$ cat config.mk
export PLATFORM = sky130hd
export DESIGN_NAME = button_reader
export DESIGN_NICKNAME = d
export VERILOG_FILES = /design/src/rtl/button_reader_pkg.sv /design/src/rtl/sync2.sv /design/src/rtl/button_reader.sv
export SDC_FILE = /design/constraint.sdc
export NUM_CORES = 1
export LEC_CHECK = 0
export CAP_MARGIN = 20
export CORE_ASPECT_RATIO = 1.4
export CORE_MARGIN = 3
export CORE_UTILIZATION = 56
export CTS_CLUSTER_DIAMETER = 30
export DETAILED_ROUTE_END_ITERATION = 10
export PLACE_DENSITY = 0.72
export SLEW_MARGIN = 10
export SYNTH_ARGS = -nofsm -noshare
export SYNTH_HDL_FRONTEND = slang
export SYNTH_SLANG_ARGS = --single-unit
$ cat constraint.sdc
create_clock -name clk50mhz -period 2.04 [get_ports clk50mhz]
set_input_delay 0.408 -clock clk50mhz [delete_from_list [all_inputs] [get_ports clk50mhz]]
set_output_delay 0.408 -clock clk50mhz [all_outputs]
set_load 0.02 [all_outputs]
$ cat src/rtl/button_reader_pkg.sv
// Shared definitions for the pushbutton reader: FSM state encoding and the
// width of the LED pattern-select counter.
package button_reader_pkg;

  localparam int STATE_W = 3;
  typedef logic [STATE_W-1:0] state_t;

  localparam state_t ST_IDLE       = 3'd0;
  localparam state_t ST_DB_PRESS   = 3'd1;
  localparam state_t ST_HELD       = 3'd2;
  localparam state_t ST_LONG       = 3'd3;
  localparam state_t ST_DB_RELEASE = 3'd4;

  localparam int MODE_W = 2;
  typedef logic [MODE_W-1:0] mode_t;

endpackage

$ cat src/rtl/sync2.sv
// Two-flop synchronizer for a single asynchronous bit; both flops reset to
// RESET_VAL so the output holds a known level straight out of reset.
module sync2 #(
  parameter logic RESET_VAL = 1'b1
) (
  input  logic clk,
  input  logic rst_n,
  input  logic d,
  output logic q
);

  logic meta_q;
  logic sync_q;

  always_ff @(posedge clk or negedge rst_n) begin
    if (!rst_n) begin
      meta_q <= RESET_VAL;
      sync_q <= RESET_VAL;
    end else begin
      meta_q <= d;
      sync_q <= meta_q;
    end
  end

  assign q = sync_q;

endmodule

$ cat src/rtl/button_reader.sv
// Debounced pushbutton reader: press/release/long-press strobes, a debounced
// level, and a 2-bit mode counter advanced by each short press.
module button_reader
  import button_reader_pkg::*;
#(
  parameter int DEBOUNCE_CYCLES = 1000000,
  parameter int LONG_CYCLES     = 50000000,
  parameter int ACTIVE_LOW      = 1
) (
  input  logic              clk50mhz,
  input  logic              reset_n,
  input  logic              button,
  output logic              pressed,
  output logic              press_pulse,
  output logic              release_pulse,
  output logic              long_pulse,
  output logic [MODE_W-1:0] mode
);

  if (DEBOUNCE_CYCLES < 2 || LONG_CYCLES <= DEBOUNCE_CYCLES) begin : g_bad_params
    $error("button_reader: need DEBOUNCE_CYCLES >= 2 and LONG_CYCLES > DEBOUNCE_CYCLES");
  end

  localparam int DEB_W  = $clog2(DEBOUNCE_CYCLES);
  localparam int HOLD_W = $clog2(LONG_CYCLES);
  localparam logic [DEB_W-1:0]  DEB_LAST  = DEB_W'(DEBOUNCE_CYCLES - 1);
  localparam logic [HOLD_W-1:0] HOLD_LAST = HOLD_W'(LONG_CYCLES - 1);
  localparam logic ACT_LOW = (ACTIVE_LOW != 0);

  logic btn_sync;
  logic btn_a;

  // Synchronizer idles at the released pin level so reset never looks like a press.
  sync2 #(.RESET_VAL(ACT_LOW)) u_sync (
    .clk   (clk50mhz),
    .rst_n (reset_n),
    .d     (button),
    .q     (btn_sync)
  );

  assign btn_a = btn_sync ^ ACT_LOW;

  state_t              state_q, state_d;
  logic [DEB_W-1:0]    deb_cnt_q, deb_cnt_d;
  logic [HOLD_W-1:0]   hold_cnt_q, hold_cnt_d;
  logic                from_long_q, from_long_d;
  logic                pressed_q, pressed_d;
  logic                press_pulse_q, press_pulse_d;
  logic                release_pulse_q, release_pulse_d;
  logic                long_pulse_q, long_pulse_d;
  mode_t               mode_q, mode_d;

  logic deb_done;
  logic hold_done;

  assign deb_done  = (deb_cnt_q == DEB_LAST);
  assign hold_done = (hold_cnt_q == HOLD_LAST);

  always_ff @(posedge clk50mhz or negedge reset_n) begin
    if (!reset_n) begin
      state_q         <= ST_IDLE;
      deb_cnt_q       <= '0;
      hold_cnt_q      <= '0;
      from_long_q     <= 1'b0;
      pressed_q       <= 1'b0;
      press_pulse_q   <= 1'b0;
      release_pulse_q <= 1'b0;
      long_pulse_q    <= 1'b0;
      mode_q          <= '0;
    end else begin
      state_q         <= state_d;
      deb_cnt_q       <= deb_cnt_d;
      hold_cnt_q      <= hold_cnt_d;
      from_long_q     <= from_long_d;
      pressed_q       <= pressed_d;
      press_pulse_q   <= press_pulse_d;
      release_pulse_q <= release_pulse_d;
      long_pulse_q    <= long_pulse_d;
      mode_q          <= mode_d;
    end
  end

  always_comb begin
    state_d     = state_q;
    deb_cnt_d   = deb_cnt_q;
    hold_cnt_d  = hold_cnt_q;
    from_long_d = from_long_q;
    case (state_q)
      ST_IDLE: begin
        if (btn_a) begin
          state_d   = ST_DB_PRESS;
          deb_cnt_d = '0;
        end
      end
      ST_DB_PRESS: begin
        if (!btn_a) begin
          state_d = ST_IDLE;
        end else if (deb_done) begin
          state_d    = ST_HELD;
          hold_cnt_d = '0;
        end else begin
          deb_cnt_d = deb_cnt_q + DEB_W'(1);
        end
      end
      ST_HELD: begin
        // Reaching the long threshold takes priority over a release in the same clock.
        if (hold_done) begin
          state_d = ST_LONG;
        end else begin
          hold_cnt_d = hold_cnt_q + HOLD_W'(1);
          if (!btn_a) begin
            state_d     = ST_DB_RELEASE;
            deb_cnt_d   = '0;
            from_long_d = 1'b0;
          end
        end
      end
      ST_LONG: begin
        if (!btn_a) begin
          state_d     = ST_DB_RELEASE;
          deb_cnt_d   = '0;
          from_long_d = 1'b1;
        end
      end
      ST_DB_RELEASE: begin
        // The hold counter is frozen here so a bounce resumes the hold where it left off.
        if (btn_a) begin
          state_d = from_long_q ? ST_LONG : ST_HELD;
        end else if (deb_done) begin
          state_d = ST_IDLE;
        end else begin
          deb_cnt_d = deb_cnt_q + DEB_W'(1);
        end
      end
      default: begin
        state_d = ST_IDLE;
      end
    endcase
  end

  always_comb begin
    pressed_d       = pressed_q;
    press_pulse_d   = 1'b0;
    release_pulse_d = 1'b0;
    long_pulse_d    = 1'b0;
    mode_d          = mode_q;
    case (state_q)
      ST_DB_PRESS: begin
        if (btn_a && deb_done) begin
          press_pulse_d = 1'b1;
          pressed_d     = 1'b1;
        end
      end
      ST_HELD: begin
        if (hold_done) begin
          long_pulse_d = 1'b1;
          mode_d       = '0;
        end
      end
      ST_DB_RELEASE: begin
        if (!btn_a && deb_done) begin
          release_pulse_d = 1'b1;
          pressed_d       = 1'b0;
          if (!from_long_q) begin
            mode_d = mode_q + MODE_W'(1);
          end
        end
      end
      default: begin
      end
    endcase
  end

  assign pressed       = pressed_q;
  assign press_pulse   = press_pulse_q;
  assign release_pulse = release_pulse_q;
  assign long_pulse    = long_pulse_q;
  assign mode          = mode_q;

endmodule

# [Word level (Yosys, flattened, before mapping)]
# Index checks and enable logic that the tools add are counted.
# Widths: inputs -> output; s select.
[classes] n_reduce_logical=14 bitwise_logic=1 addsub=3 eq_ne=19 shifts=0 magnitude_cmp=0 multipliers=0 div=0 muxes=37
[ops] operator="$mux 20" n=6
[ops] operator="$pmux 20 s5" n=1
[ops] operator="$mux 26" n=3
[ops] operator="$pmux 26 s2" n=1
[ops] operator="$add 26x1->26 const B" n=1
[ops] operator="$eq 26x26->1 const B" n=1
[ops] operator="$mux 3" n=7
[ops] operator="$add 20x1->20 const B" n=1
[ops] operator="$eq 20x20->1 const B" n=1
[ops] operator="$ne 2x2->1 const B" n=8
[ops] operator="$pmux 3 s5" n=1
[ops] operator="$mux 1" n=12
[ops] operator="$reduce_and 4->1" n=3
[ops] operator="$reduce_bool 2->1" n=4
[ops] operator="$eq 3x2->1 const B" n=2
[ops] operator="$mux 2" n=3
[ops] operator="$ne 2x1->1 const B" n=3
[ops] operator="$reduce_and 3->1" n=2
[ops] operator="$reduce_and 5->1" n=1
[ops] operator="$reduce_bool 5->1" n=1
[ops] operator="$pmux 1 s2" n=2
[ops] operator="$pmux 2 s2" n=1
[ops] operator="$eq 3x1->1 const B" n=1
[ops] operator="$eq 3x3->1 const B" n=1
[ops] operator="6 further kinds" n=7
[totals] latchBits=0 register_bits=58 memories=0 out_inout_bits=6 input_bits=3 romBits=0 mem_bits_rw=0 wordCells=85

# [Depth between registers and ports, before layout]
# Gate-level depths: netlist of the first run.
[depth] depth_word=4 depth_mapped=7 depth_no_buf=6

# [Cells and area by module]
# A second synthesis of the first run with hierarchy kept.
[unflattened] cells_unflattened=374 area_unflattened_um2=3427.0
[by_module_without_submodules] module="button_reader" seq_area_each_um2=1401.3 cells_each=372 area_each_um2=3374.5 n_inst=1
[by_module_without_submodules] module="sync2" seq_area_each_um2=52.6 cells_each=2 area_each_um2=52.6 n_inst=1

# [Least setup slack after synthesis of the first run]
# OpenSTA, ideal clock, no wires.
[synth_path] path_type="register to register" start="register deb_cnt_q[15]" end="register deb_cnt_q[6]" setup_time_ps=120 path_buffers=2 t_required_ps=1920 synth_period_minus_slack_ps=2085 path_stages_with_launch=8 path_slack_ps=-45 arrival_time_ps=1965 path_cell_list="dfrtp_1 buf_6 or4b_4 nor4_4 a21bo_2 buf_4 o31ai_1 a31o_2"
[synth_via] elab_chain_len=4 elab_cells_between_ends=5 cone_classes="1 x eq/ne; 4 x mux"
[synth_lines] item="from (decl)" line_no="button_reader.sv:44" rtl="logic [DEB_W-1:0] deb_cnt_q, deb_cnt_d;"
[synth_lines] item="from (signal assigned)" line_no="button_reader.sv:72" rtl="deb_cnt_q <= deb_cnt_d;"
[synth_lines] item="$eq 20x20->1 (*)" line_no="button_reader.sv:56" rtl="assign deb_done = (deb_cnt_q == DEB_LAST);"
[synth_lines] item="$mux 20 (*)"
[synth_lines] item="$mux 20, on equally long branches"
[synth_lines] item="$pmux 20 s5 (*)"
# Every way passes the cells marked *; elsewhere a longest branch is shown, timed or not. The select of a mux whose other input is x is not followed.
# A chain may end at the register's enable or synchronous reset.

# [Worst setup path in the final report of the first run]
[layout_path] start="register deb_cnt_q[8]" end="register mode_q[1] (netlist: mode[1])"
[layout_via] elab_chain_len=4
[layout_lines] item="$eq 20x20->1" line_no="button_reader.sv:56"
[layout_lines] item="$logic_and 1x1->1" line_no="button_reader.sv:161" rtl="if (!btn_a && deb_done) begin"
[layout_lines] item="$ne 2x2->1 (no line)"
[layout_lines] item="$reduce_and 4->1 (no line)"
[layout_lines] item="to (signal assigned)" line_no="button_reader.sv:79" rtl="mode_q <= mode_d;"
[layout_lines] item="to (decl)" line_no="button_reader.sv:51" rtl="mode_t mode_q, mode_d;"
# Every way passes these cells.

==> results of run 1 <==
## placed cells by master (no fill, tap or decap), drive strengths merged, types with 3 or more instances in the layout
cell type and n:
a211o 5, a21o 5, a21oi 23, a22o 4, a31o 7, a31oi 10, and2 6, and3 11
and4 7, buf 91, clkbuf 15, clkdlybuf4s50 7, clkinv 3, dfrtp 56, inv 7, mux2i 5
nand2 44, nand3 32, nand3b 3, nand4 17, nor2 18, nor2b 3, nor3 14, nor4 8
o21a 5, o21ai 31, o22ai 3, o31ai 5, or2 4, or3 13, or4 5
## state kept, by name, indices dropped and copies added (netlist names)
register and cells:
deb_cnt_q 20, from_long_q 1, hold_cnt_q 26, long_pulse 1, mode 2, press_pulse 1
pressed 1, release_pulse 1, state_q 3, u_sync.meta_q 1, u_sync.q 1
## stage by stage
step / cells / TNS (ns)
after global routing: 567 / -3.31
after detailed placement: 534 / -1.13
final: 567 / -0.748
after CTS: 555 / -0.0219
after floorplan: 404 / -0.0459
after global placement: 534 / -0.148
## final cells by class
class	instances	area, sq um
fillers	367	1150
repair buffers	100	892
clock buffers	13	159
well taps	70	87.6
inverters	7	26.3
clock inverters	3	15.0
multi-input cells	316	2200
flip-flops and latches	58	1460
## logic make-up after synthesis
family	share of synthesized area [%]
AO/OA/AOI/OAI	20.1
XOR/XNOR	0.740
adder cells (fa/ha/maj)	0.704
buffers and inverters	4.19
flip-flops	40.9
multiplexers	1.41
AND/OR/NAND/NOR	31.9
## power by group through the flow
| stage | clock network, uW | registers (uW) | logic, uW |
|---|---|---|---|
| 2_1_floorplan | 0 | 1190 | 41.0 |
| 3_3_place_gp | 0 | 1190 | 97.9 |
| 3_5_place_dp | 0 | 1190 | 100 |
| 4_1_cts | 969 | 1170 | 106 |
| 5_1_grt | 1020 | 1170 | 143 |
| 6_report | 967 | 1170 | 134 |
## worst max-delay path by stage
stage	from	slack [ns]	to
4_1_cts	deb_cnt_q[9]$_DFFE_PN0P_	-0.01	state_q[0]$_DFFE_PN0P_
6_report	deb_cnt_q[8]$_DFFE_PN0P_	-0.08	mode[1]$_DFFE_PN0P_
3_3_place_gp	deb_cnt_q[8]$_DFFE_PN0P_	-0.04	hold_cnt_q[13]$_DFFE_PN0P_
5_1_grt	deb_cnt_q[15]$_DFFE_PN0P_	-0.19	mode[1]$_DFFE_PN0P_
2_1_floorplan	deb_cnt_q[15]$_DFFE_PN0P_	-0.01	hold_cnt_q[19]$_DFFE_PN0P_
3_5_place_dp	deb_cnt_q[13]$_DFFE_PN0P_	-0.08	deb_cnt_q[4]$_DFFE_PN0P_
## timing repair
item	in CTS	in global routing
resized for setup	22	58
endpoints found under the setup margin	27	50
buffers inserted	5	9
cloned	0	3
pin swaps	5	33
## worst register-to-register path, stage by stage (launching register included)
cell	delay [ns]
sky130_fd_sc_hd__dfrtp_1	0.44
sky130_fd_sc_hd__or4_4	0.53
sky130_fd_sc_hd__nor4_4	0.28
sky130_fd_sc_hd__buf_4	0.19
sky130_fd_sc_hd__nand4_1	0.21
sky130_fd_sc_hd__o2bb2ai_2	0.20
sky130_fd_sc_hd__a21o_1	0.18
## metal layers
layer  track usage, %  vias to the layer above
li1                 -                     1719
met1             33.1                     1841
met2             53.1                      195
met3             4.51                       62
met4             22.2                        0
met5                0                        -
==> results.toml, run 1 <==
[worst_setup_path]
cp_data_required_time_ns = 2.27
regToRegStartpoint = "deb_cnt_q[8]$_DFFE_PN0P_"
crit_type = "register to register"
cpPeakStageDelay_ns = 0.53
worst-r2r-setup-slack_ns = -0.08
critical_path_cell_count = 6
cp-end-kind = "register"
register_to_register_path_depth = 6
critical_path.n_buffers_inverters = 1
timing.critical_path.max_delay_family = "simple AND/OR/NAND/NOR gates"
worst_ep_arrival_time_ns = 2.35
critical_path.startpoint_type = "register"
timing.critical_path.cells = "or4_4 > nor4_4 > buf_4 > nand4_1 > o2bb2ai_2 > a21o_1"
critical_path.reg2reg.endpoint = "mode[1]$_DFFE_PN0P_"
slowest_stage = "sky130_fd_sc_hd__or4_4"
worst-path-max-fanout = 5

[sta]
hold_slack_ns = 0.0512
achievable-frequency_mhz = 472
setup_ws_ns = -0.0800
final-setup-viol-count = 21
unrepaired_setup_endpoints_after_global_routing = "yes"
post_layout_minimum_cycle_time_ns = 2.12
fin_worst_skew_ns = 0.00867
min_period_over_period_pct = 104
worst-slew-pin-transition_ns = 0.576
finalMaxSlewViolations = 0
final_hold_viol_count = 0
worst_slew_margin_rel_pct = 61.6

[clocking]
root_buffer = "sky130_fd_sc_hd__clkbuf_8"
tritoncts = "built"
clk_pin_slew_worst_paths_ns = 0.07
cts_inserted_buffers = 9
cts_htree_levels = 3
clock_path_buffers = 2
post_cts_hold_buffer_count = 0
clk-insertion-delay-late_ns = 0.35
cts.sink_count = 58

[drt]
ant_nets = 0
m1WireLength_um = 3960
detailroute.wirelength.met2_um = 6260
wl_met3_um = 635
detailedRoute.firstIterationViolations = 249
dr.pass1.iters = 5
drc = 0
routed_wirelength_um = 11600
route.top_layer_used = "met4"
route.detailed.vias_per_inst = 6.73
wirelength_per_cell_um = 20.5
num_vias = 3817

[power_and_ir_drop]
intPower_uw = 1720
p_per_area_nw_per_um2 = 470
sequentialPowerShare_pct = 51.5
power.share.clock_pct = 42.6
switching_share_of_total_power_pct = 24.3
finalPower_uw = 2270
leakagePower_uw = 0.00214
worst_ir_drop_vdd_v = 0.000415
switching_power_uw = 552
comb_power_share_pct = 5.9

[run_status]
run_status = "finished with violations"
violations = "negative setup slack"

[place]
placed_cell_area_sq_um = 4210
dpl.hpwl_um = 7580
globalplace.congestion = 0.975
detailedPlace.worstSlack_ns = -0.0813
io_buffers = 8

[floorplanning]
rows = 33
io_pins = 9
die_x_um = 73.3
core_sq_um = 5990
die-area_sq_um = 7350
die-height_um = 100
floorplan.initialDensity_pct = 59.4

[final_layout]
synthToLayoutAreaGrowth_pct = 36.0
final_core_util_pct = 80.7
final_net_count = 497
num_antenna_cells = 0
fraction_of_final_layout_cells_sized_beyond_drive_strength_1_pct = 33.2
final_cell_area_sq_um = 4830

[logic_synthesis]
yosysTopAreaCell = "sky130_fd_sc_hd__dfrtp_1"
postSynth.asyncResetShare_pct = 100
ys_seq_area_share_pct = 40.9
netlist_instances = 404
synth_enable_flop_cells = 0
yosys.cell_types.count = 55
synth_flop_cell = "sky130_fd_sc_hd__dfrtp_1"
ys_warn_count = 0
yosys.cell_count.top_type = "sky130_fd_sc_hd__dfrtp_1"
leading_cell_types_by_total_area_after_synthesis = "sky130_fd_sc_hd__dfrtp_1 39%, sky130_fd_sc_hd__nand2_1 4.6%, sky130_fd_sc_hd__nand3_1 4.5%, sky130_fd_sc_hd__o21ai_0 4.2%, sky130_fd_sc_hd__a21oi_1 3.2%"
syn-num-nets = 409
post_synth_most_frequent_cells = "56 x sky130_fd_sc_hd__dfrtp_1, 44 x sky130_fd_sc_hd__nand2_1, 32 x sky130_fd_sc_hd__nand3_1"
average_cell_area_after_synthesis_sq_um = 8.80
synth_largest_type_area_fraction_pct = 39.4
synth_seq_cells = 58
synth_area_sq_um = 3550

[global_routing]
first_pass_grt_wire_length_um = 17300
grt_pass1_vias = 3645
antenna_found_initial = 0
grt_overflow_total = 0
grt.total_usage_pct = 30.7
grt_start_max_net_pins = 36

[job]
maxCapViolations = 0

[worst_hold_path]
hold_path.class = "input pin to async pin"
Note: power is estimated with default switching activity, not from simulation.
==> run 2, diff against run 1 <==
--- a/config.mk
+++ b/config.mk
@@ -6,12 +6,12 @@
 export NUM_CORES = 1
 export LEC_CHECK = 0
 export CAP_MARGIN = 20
-export CORE_ASPECT_RATIO = 1.4
+export CORE_ASPECT_RATIO = 0.9
 export CORE_MARGIN = 3
-export CORE_UTILIZATION = 56
+export CORE_UTILIZATION = 62
 export CTS_CLUSTER_DIAMETER = 30
 export DETAILED_ROUTE_END_ITERATION = 10
-export PLACE_DENSITY = 0.72
+export PLACE_DENSITY = 0.76
 export SLEW_MARGIN = 10
 export SYNTH_ARGS = -nofsm -noshare
 export SYNTH_HDL_FRONTEND = slang
==> constraint.sdc (replaced) <==
create_clock -name clk50mhz -period 2.2 [get_ports clk50mhz]
set_input_delay 0.44 -clock clk50mhz [delete_from_list [all_inputs] [get_ports clk50mhz]]
set_output_delay 0.44 -clock clk50mhz [all_outputs]
set_load 0.02 [all_outputs]
==> results.toml, run 2 (synthesis results as in run 1) <==
[sta]
unrepaired_setup_endpoints_after_global_routing = "yes"
worst_slew_margin_rel_pct = 66.3
finalMaxSlewViolations = 0
fin_worst_skew_ns = 0.00794
achievable-frequency_mhz = 461
min_period_over_period_pct = 98.7
final-setup-viol-count = 0
setup_ws_ns = 0.0296
post_layout_minimum_cycle_time_ns = 2.17
final_hold_viol_count = 0
hold_slack_ns = 0.0492
worst-slew-pin-transition_ns = 0.506

[clocking]
cts.sink_count = 58
clk_pin_slew_worst_paths_ns = 0.07
post_cts_hold_buffer_count = 0
root_buffer = "sky130_fd_sc_hd__clkbuf_8"
cts_inserted_buffers = 9
clock_path_buffers = 2
tritoncts = "built"
clk-insertion-delay-late_ns = 0.35
cts_htree_levels = 3

[worst_setup_path]
worst-r2r-setup-slack_ns = 0.03
cp-end-kind = "register"
critical_path.reg2reg.endpoint = "deb_cnt_q[5]$_DFFE_PN0P_"
cp_data_required_time_ns = 2.47
regToRegStartpoint = "deb_cnt_q[15]$_DFFE_PN0P_"
worst_ep_arrival_time_ns = 2.44
cpPeakStageDelay_ns = 0.56
timing.critical_path.cells = "or4b_4 > nor4_4 > buf_4 > a31o_4 > nand2_1 > buf_4 > o21ai_1"
timing.critical_path.max_delay_family = "simple AND/OR/NAND/NOR gates"
register_to_register_path_depth = 7
critical_path.startpoint_type = "register"
critical_path.n_buffers_inverters = 2
worst-path-max-fanout = 10
critical_path_cell_count = 7
crit_type = "register to register"
worst_path_most_repeated_cell = "sky130_fd_sc_hd__buf_4"
slowest_stage = "sky130_fd_sc_hd__or4b_4"

[drt]
num_vias = 3527
ant_nets = 0
routed_wirelength_um = 9880
wirelength_per_cell_um = 18.9
dr.pass1.iters = 5
drc = 0
route.detailed.vias_per_inst = 6.74
detailedRoute.firstIterationViolations = 372

[global_routing]
grt.total_usage_pct = 32.7
first_pass_grt_wire_length_um = 17000
grt_start_max_net_pins = 26
antenna_found_initial = 0
grt_pass1_vias = 3361
grt_overflow_total = 0

[floorplanning]
core_sq_um = 5410
die-height_um = 77.8
rows = 25
die-area_sq_um = 6680
die_x_um = 85.8
io_pins = 9
floorplan.initialDensity_pct = 65.7

[power_and_ir_drop]
comb_power_share_pct = 3.5
sequentialPowerShare_pct = 44.8
finalPower_uw = 2420
p_per_area_nw_per_um2 = 561
leakagePower_uw = 0.00189
intPower_uw = 1920
power.share.clock_pct = 51.7
worst_ir_drop_vdd_v = 0.000640
switching_power_uw = 496
switching_share_of_total_power_pct = 20.5

[final_layout]
regMostFlops = "hold_cnt_q"
leading_cell_types_in_the_layout_fill_and_taps_excluded = "56 x sky130_fd_sc_hd__dfrtp_1, 49 x sky130_fd_sc_hd__buf_4, 43 x sky130_fd_sc_hd__nand2_1, 32 x sky130_fd_sc_hd__nand3_1"
final_cell_area_sq_um = 4310
layout_top_registers = "hold_cnt_q: 26 flops, deb_cnt_q: 20 flops, state_q: 3 flops"
synthToLayoutAreaGrowth_pct = 21.2
flip_flop_count_of_the_largest_register_after_layout = 26
final_net_count = 456
multiInputGateArea_sq_um = 2010
num_antenna_cells = 0
filler_cell_count = 354
fraction_of_final_layout_cells_sized_beyond_drive_strength_1_pct = 21.5
layout_commonest_cell = "sky130_fd_sc_hd__dfrtp_1"
area.sequential_sq_um = 1450

[worst_hold_path]
hold_path.class = "input pin to async pin"

[place]
placed_cell_area_sq_um = 3980
io_buffers = 8
globalplace.congestion = 0.957
detailedPlace.worstSlack_ns = -0.0836
dpl.hpwl_um = 6730

[run_status]
run_status = "finished clean"

[job]
maxCapViolations = 0
run 2: cell types whose count changed in the layout (fill, tap and decap cells not counted), sizes merged:
cell | previous run | this run
buf | 91 | 52
clkinvlp | 0 | 1
bufinv | 0 | 3
clkinv | 3 | 0
clkbuf | 15 | 12
run 2: metrics by stage:
stage	utilization [%]	std cells	setup TNS, ns
after CTS	78.4	521	0
after floorplan	-	404	0
after global routing	79.6	523	-0.0877
after detailed placement	73.5	504	-0.437
final	79.6	523	0
after global placement	73.5	504	-0.163
run 2: power groups by stage:
stage / combinational, uW / clock (uW) / sequential (uW)
floorplan: 38.0 / 0 / 1100
global placement: 80.5 / 0 / 1100
detailed placement: 81.7 / 0 / 1100
CTS: 82.4 / 1260 / 1080
global route: 93.4 / 1310 / 1080
finish: 84.3 / 1250 / 1080
run 2: worst max-delay path by stage:
stage | slack [ns] | from | to
floorplan | 0.12 | deb_cnt_q[15]$_DFFE_PN0P_ | deb_cnt_q[6]$_DFFE_PN0P_
global route | -0.03 | deb_cnt_q[15]$_DFFE_PN0P_ | deb_cnt_q[5]$_DFFE_PN0P_
finish | 0.03 | deb_cnt_q[15]$_DFFE_PN0P_ | deb_cnt_q[5]$_DFFE_PN0P_
CTS | 0.03 | deb_cnt_q[10]$_DFFE_PN0P_ | deb_cnt_q[5]$_DFFE_PN0P_
detailed placement | -0.08 | deb_cnt_q[15]$_DFFE_PN0P_ | deb_cnt_q[1]$_DFFE_PN0P_
global placement | -0.04 | deb_cnt_q[15]$_DFFE_PN0P_ | deb_cnt_q[1]$_DFFE_PN0P_
run 2: area by class of cell:
| type | instances | area share, % |
|---|---|---|
| clock buffer | 12 | 3.60 |
| timing repair buffer | 59 | 11.2 |
| clock inverter | 4 | 2.27 |
| inverter | 7 | 0.610 |
| multi-input combinational | 316 | 46.6 |
| sequential | 58 | 33.8 |
| tap | 67 | 1.95 |
run 2: what timing repair did:
action | 4_1_cts | 5_1_grt
buffers inserted | 1 | 2
pin swaps | 1 | 1
setup endpoints to repair | 18 | 24
resized for setup | 5 | 17
run 2: per-layer routing:
| metal | vias up | part of all wire [%] | global-route usage (%) |
|---|---|---|---|
| met5 | - | 0 | 0 |
| met4 | 0 | 1.3 | 11.9 |
| met3 | 17 | 10 | 8.60 |
| met2 | 179 | 43 | 45.4 |
| met1 | 1702 | 45 | 48.9 |
| li1 | 1629 | - | - |
